### src/rtl/cpeta_pkg.sv
// cpeta_pkg: shared widths and the CPETA approximate-sum rule. Rev 1.0
`default_nettype none

package cpeta_pkg;

  localparam int N_DEF     = 16;
  localparam int K_DEF     = 6;
  localparam int CNT_W_DEF = 16;
  localparam int MAX_W     = 64;

  // n-bit CPETA sum with k-bit exact upper segment; operands zero-extended to MAX_W.
  function automatic logic [MAX_W-1:0] cpeta_approx_sum(input logic [MAX_W-1:0] a,
                                                        input logic [MAX_W-1:0] b,
                                                        input int n,
                                                        input int k);
    logic [MAX_W-1:0] one;
    logic [MAX_W-1:0] mk;
    logic [MAX_W-1:0] up;
    logic [MAX_W-1:0] p;
    logic [MAX_W-1:0] g;
    logic [MAX_W-1:0] s;
    logic             cbit;
    int               m;
    m    = n - k;
    one  = {{(MAX_W-1){1'b0}}, 1'b1};
    mk   = (one << k) - one;
    cbit = |(((a & b) >> (m - 1)) & one);
    up   = (((a >> m) & mk) + ((b >> m) & mk) + (cbit ? one : '0)) & mk;
    s    = up << m;
    s    = s | ((((a ^ b) >> (m - 1)) & one) << (m - 1));
    s    = s | ((((a | b) >> (m - 2)) & one) << (m - 2));
    // Smear generate bits downward so g[i] = OR of a&b over i+1 .. m-2.
    p = a & b & ((one << (m - 1)) - one);
    for (int sh = 1; sh < MAX_W; sh = sh * 2) begin
      p = p | (p >> sh);
    end
    g = p >> 1;
    s = s | ((a | b | g) & ((one << (m - 2)) - one));
    return s;
  endfunction

endpackage

`default_nettype wire

### src/rtl/rr_arbiter2.sv
// rr_arbiter2: two-way round-robin arbiter, pointer flips to the loser after a grant. Rev 1.0
`default_nettype none

module rr_arbiter2 (
  input  logic       clk,
  input  logic       rst_n,
  input  logic [1:0] req,
  input  logic       en,
  output logic [1:0] gnt
);

  logic ptr;

  always_comb begin
    gnt = 2'b00;
    if (en) begin
      if (&req) gnt = ptr ? 2'b10 : 2'b01;
      else      gnt = req;
    end
  end

  always_ff @(posedge clk) begin
    if (!rst_n)    ptr <= 1'b0;
    else if (|gnt) ptr <= ~gnt[1];
  end

endmodule

`default_nettype wire

### src/rtl/cpeta_share_arbiter.sv
// cpeta_share_arbiter: two requesters share one CPETA/exact adder, registered response. Rev 1.0
`default_nettype none

module cpeta_share_arbiter
  import cpeta_pkg::*;
#(
  parameter int N     = N_DEF,
  parameter int K     = K_DEF,
  parameter int CNT_W = CNT_W_DEF
) (
  input  logic             clk,
  input  logic             rst_n,
  input  logic [1:0]       req_valid,
  output logic [1:0]       req_ready,
  input  logic [2*N-1:0]   req_a,
  input  logic [2*N-1:0]   req_b,
  input  logic [1:0]       req_exact,
  output logic             rsp_valid,
  input  logic             rsp_ready,
  output logic             rsp_id,
  output logic [N-1:0]     rsp_sum,
  output logic             rsp_exact,
  output logic [CNT_W-1:0] cnt0,
  output logic [CNT_W-1:0] cnt1
);

  logic             slot_free;
  logic [1:0]       gnt;
  logic             gid;
  logic [N-1:0]     a_sel;
  logic [N-1:0]     b_sel;
  logic             exact_sel;
  logic [N-1:0]     approx_sum;
  logic [N-1:0]     sum_next;
  logic [CNT_W-1:0] cnt_q [2];

  assign slot_free = !rsp_valid || rsp_ready;

  rr_arbiter2 u_arb (
    .clk   (clk),
    .rst_n (rst_n),
    .req   (req_valid),
    .en    (slot_free),
    .gnt   (gnt)
  );

  assign req_ready = gnt;
  assign gid       = gnt[1];

  // One operand mux feeds both adders; only the granted slice matters.
  assign a_sel     = gid ? req_a[N +: N] : req_a[0 +: N];
  assign b_sel     = gid ? req_b[N +: N] : req_b[0 +: N];
  assign exact_sel = gid ? req_exact[1]  : req_exact[0];

  assign approx_sum = N'(cpeta_approx_sum(MAX_W'(a_sel), MAX_W'(b_sel), N, K));
  assign sum_next   = exact_sel ? (a_sel + b_sel) : approx_sum;

  always_ff @(posedge clk) begin
    if (!rst_n) begin
      rsp_valid <= 1'b0;
      rsp_id    <= 1'b0;
      rsp_sum   <= '0;
      rsp_exact <= 1'b0;
    end else if (|gnt) begin
      rsp_valid <= 1'b1;
      rsp_id    <= gid;
      rsp_sum   <= sum_next;
      rsp_exact <= exact_sel;
    end else if (rsp_ready) begin
      rsp_valid <= 1'b0;
    end
  end

  generate
    for (genvar r = 0; r < 2; r++) begin : g_cnt
      always_ff @(posedge clk) begin
        if (!rst_n)
          cnt_q[r] <= '0;
        else if (rsp_valid && rsp_ready && (rsp_id == 1'(r)) && !(&cnt_q[r]))
          cnt_q[r] <= cnt_q[r] + 1'b1;
      end
    end
  endgenerate

  assign cnt0 = cnt_q[0];
  assign cnt1 = cnt_q[1];

endmodule

`default_nettype wire

### config.mk
export PLATFORM = sky130hd
export DESIGN_NAME = cpeta_share_arbiter
export DESIGN_NICKNAME = d
export VERILOG_FILES = /design/src/rtl/cpeta_pkg.sv /design/src/rtl/rr_arbiter2.sv /design/src/rtl/cpeta_share_arbiter.sv
export SDC_FILE = /design/constraint.sdc
export NUM_CORES = 1
export LEC_CHECK = 0
export CORE_MARGIN = 4
export CORE_UTILIZATION = 45
export CTS_CLUSTER_DIAMETER = 40
export DETAILED_ROUTE_END_ITERATION = 6
export PLACE_DENSITY = 0.78
export SYNTH_ARGS = -nofsm -noshare
export SYNTH_HDL_FRONTEND = slang
export SYNTH_HIERARCHICAL = 1
export SYNTH_SLANG_ARGS = --single-unit
### constraint.sdc
create_clock -name clk -period 3.9 [get_ports clk]
set_input_delay 0.39 -clock clk [delete_from_list [all_inputs] [get_ports clk]]
set_output_delay 0.39 -clock clk [all_outputs]
set_load 0.05 [all_outputs]
==> results.yml <==
placed_design:
  gp_routability_congestion: 0.903
  hpwl_mm: 7.97
  place.detailed.instances: 647
  numPortBuffers: 123
  dpl_cell_area_um2: 5270
worst_setup_path:
  worst_path_largest_cell_delay_ps: 480
  setup.worst_path.start: "rsp_ready"
  worst-path-buf-inv: 2
  timing.critical_path.slowest_stage_cell: "sky130_fd_sc_hd__clkdlybuf4s50_1"
  cp-end-kind: "register"
  timing.critical_path.arrival_ps: 3890
  crit_chain: "clkdlybuf4s50_1 > nand2b_1 > nand2_1 > a21oi_4 > mux2i_1 > inv_1 > ha_1 > fa_1 > a21oi_1 > o22ai_1 > o311a_1 > o2111ai_1 > mux2_2 > o211ai_2"
  worst_r2r_startpoint: "rsp_valid$_SDFFE_PN0P_"
  timing.setup.critical_path_class: "in2reg"
  cp_data_required_time_ps: 4130
  timing.critical_path.fanout_max: 9
  startpoint_type: "input port"
  critPathTopFamily: "compound AO/OA/AOI/OAI gates"
global_route:
  overflow: 0
  vias_in_the_first_global_route: 3502
  wire_length_of_the_first_global_routing_pass_mm: 16.2
  grt_start_max_net_pins: 28
  antenna_violations_before_repair: 0
  global_router_s_overall_resource_usage_pct: 19.6
yosys:
  synth_nets: 518
  synth_cell_type_count: 53
  post_synth.cell_area_avg_um2: 9.23
  number_of_enable_flip_flop_cells_after_synthesis: 32
  postSynth.topFlopCell: "sky130_fd_sc_hd__edfxtp_1"
  synth.yosys.seq_area_share_pct: 35.3
  ys.warnings.count: 6
  ys_seq_elements: 52
  ys_async_sr_fraction_pct: 0
  number_of_instances_in_the_synthesized_netlist: 418
  synth.cell_area_um2: 3860
timing:
  finalHoldViolCount: 0
  final.min_clock_period_ps: 3650
  fin_tns_setup_ps: 0
  maxSlewViolCount: 0
  rsz0062_at_grt: "no"
  timing.final.crit_share_pct: 93.7
  count_of_endpoints_failing_setup_in_the_final_report: 0
  timing.max_slew.rel_slack_pct: 48.3
  fmax_mhz: 274
  final.setup_skew_ps: 11.1
  max_slew.worst_pin.slew_ps: 776
floorplanning:
  dieHeight_um: 101
  effective_utilization_at_floorplan_pct: 46.7
  fp.dieW_um: 101
  core_region_area_um2: 8260
  number_of_placed_i_o_pins: 124
  placement_rows: 33
  design.die.area_um2: 10100
final_layout:
  multiInputGateArea_um2: 2320
  final_cell_area_um2: 5390
  final_core_util_pct: 65.3
  drive_above_1_share_pct: 8.55
  final-seq-area_um2: 1360
  instances_no_fill: 655
  layout.cells.most_common_list: "122 x sky130_fd_sc_hd__clkdlybuf4s50_1, 51 x sky130_fd_sc_hd__nor2_1, 32 x sky130_fd_sc_hd__edfxtp_1"
  final_common_cell: "sky130_fd_sc_hd__clkdlybuf4s50_1"
  nFillCells: 703
  layout-area-overhead-vs-synth_pct: 39.9
  nets: 649
  antenna-diode-count: 0
drt:
  finalWirelength_mm: 10.0
  routed_wire_length_per_instance_um: 15.3
  final_antenna_net_count: 0
  avgViaCountPerCell: 5.48
  drt_pass1_iterations: 4
  drt_iter0_drc: 173
  drc: 0
  route.vias.total: 3589
cts:
  postCtsHoldBufs: 0
  root_buffer: "sky130_fd_sc_hd__clkbuf_8"
  tritoncts_num_sinks: 52
  cts-htree-levels: 2
  post_cts_resize_count: 0
  cts-buffers-inserted: 5
  clk_latency_ps: 310
  cts-root-to-sink-buffers: 2
  cts.clk_slew.worst_paths_ps: 110
  postCtsSetupBuffers: 0
  tritoncts_clock_tree: "built"
power_and_ir_drop:
  power_leakage_uw: 0.00211
  cellPowerDensity_nw_per_um2: 346
  max-vdd-ir-drop_uv: 186
worst_hold_path:
  worst_hold_path_type: "reg2reg"
  hold_path.startpoint: "rsp_sum[4]$_SDFFE_PN0P_"
job:
  drv_cap: 0
run_status:
  run_status: "finished, final reports clean"
## sequential cells by signal, summed over array words and instances (netlist names)
| signal | flops |
|---|---|
| rsp_exact | 1 |
| u_arb/ptr | 1 |
| rsp_id | 1 |
| rsp_valid | 1 |
| cnt_q | 32 |
| rsp_sum | 16 |
## synth_stat cells, types with 5 or more instances
cell type | n | share of area, %
sky130_fd_sc_hd__nor2_1 | 51 | 5.0
sky130_fd_sc_hd__edfxtp_1 | 32 | 25
sky130_fd_sc_hd__inv_1 | 29 | 2.8
sky130_fd_sc_hd__ha_1 | 26 | 8.4
sky130_fd_sc_hd__nand2_1 | 25 | 2.4
sky130_fd_sc_hd__nand3_1 | 25 | 3.2
sky130_fd_sc_hd__xor2_1 | 23 | 5.2
sky130_fd_sc_hd__dfxtp_1 | 20 | 10
sky130_fd_sc_hd__a21oi_1 | 19 | 2.5
sky130_fd_sc_hd__mux2i_1 | 19 | 4.9
sky130_fd_sc_hd__xnor2_1 | 15 | 3.4
sky130_fd_sc_hd__mux2_2 | 13 | 3.8
sky130_fd_sc_hd__clkbuf_1 | 11 | 1.1
sky130_fd_sc_hd__nor3_1 | 11 | 1.4
sky130_fd_sc_hd__o21ai_0 | 10 | 1.3
sky130_fd_sc_hd__and3_1 | 9 | 1.5
sky130_fd_sc_hd__nand4_1 | 6 | 0.97
sky130_fd_sc_hd__o211ai_1 | 6 | 1.2
sky130_fd_sc_hd__a211oi_1 | 5 | 0.97
## layout make-up
cell class                      count  share of cell area [%]
Clock inverter                      2                   0.719
Clock buffer                        6                    1.53
Sequential cell                    52                    25.3
Inverter                           29                    2.02
Multi-Input combinational cell    322                    43.0
Tap cell                          105                    2.44
Timing Repair Buffer              139                    25.0
## power breakdown
group          total (uW)  internal [uW]  switching [uW]
clock network         400            210             189
registers             678            635            42.6
logic                 789            329             460
total                1870           1170             692
## logic make-up after synthesis
| group | after synthesis | share of synthesized area (%) |
|---|---|---|
| simple gates | 145 | 17.8 |
| compound gates | 77 | 14.3 |
| flops | 52 | 35.3 |
| buf+inv | 44 | 4.80 |
| xor+xnor | 38 | 8.63 |
| mux | 33 | 9.12 |
| fa+ha+maj | 29 | 9.99 |
## final timing paths
path	to	slack, ps	depth (start not counted)
max	rsp_sum[14]$_SDFFE_PN0P_	250	14
min	rsp_sum[4]$_SDFFE_PN0P_	510	1
max reg2reg	rsp_sum[14]$_SDFFE_PN0P_	500	13
min reg2reg	rsp_sum[4]$_SDFFE_PN0P_	510	1
## metrics by stage
stage                     hold WS [ps]  total power (uW)  setup slack (ps)
final                              515              1870               247
after global routing               545              1970              46.6
after CTS                          516              1880               265
after detailed placement           491              1480             -24.5
after global placement             485              1460              81.0
after floorplan                    468              1200              85.5
## layer usage
layer | part of all wire, % | track usage, % | routed length (um)
met1 | 42 | 25.2 | 4270
met2 | 48 | 33.9 | 4870
met3 | 7.9 | 3.88 | 795
met4 | 1.1 | 4.35 | 114
met5 | 0 | 0 | 0
(Power assumes the default switching activity.)
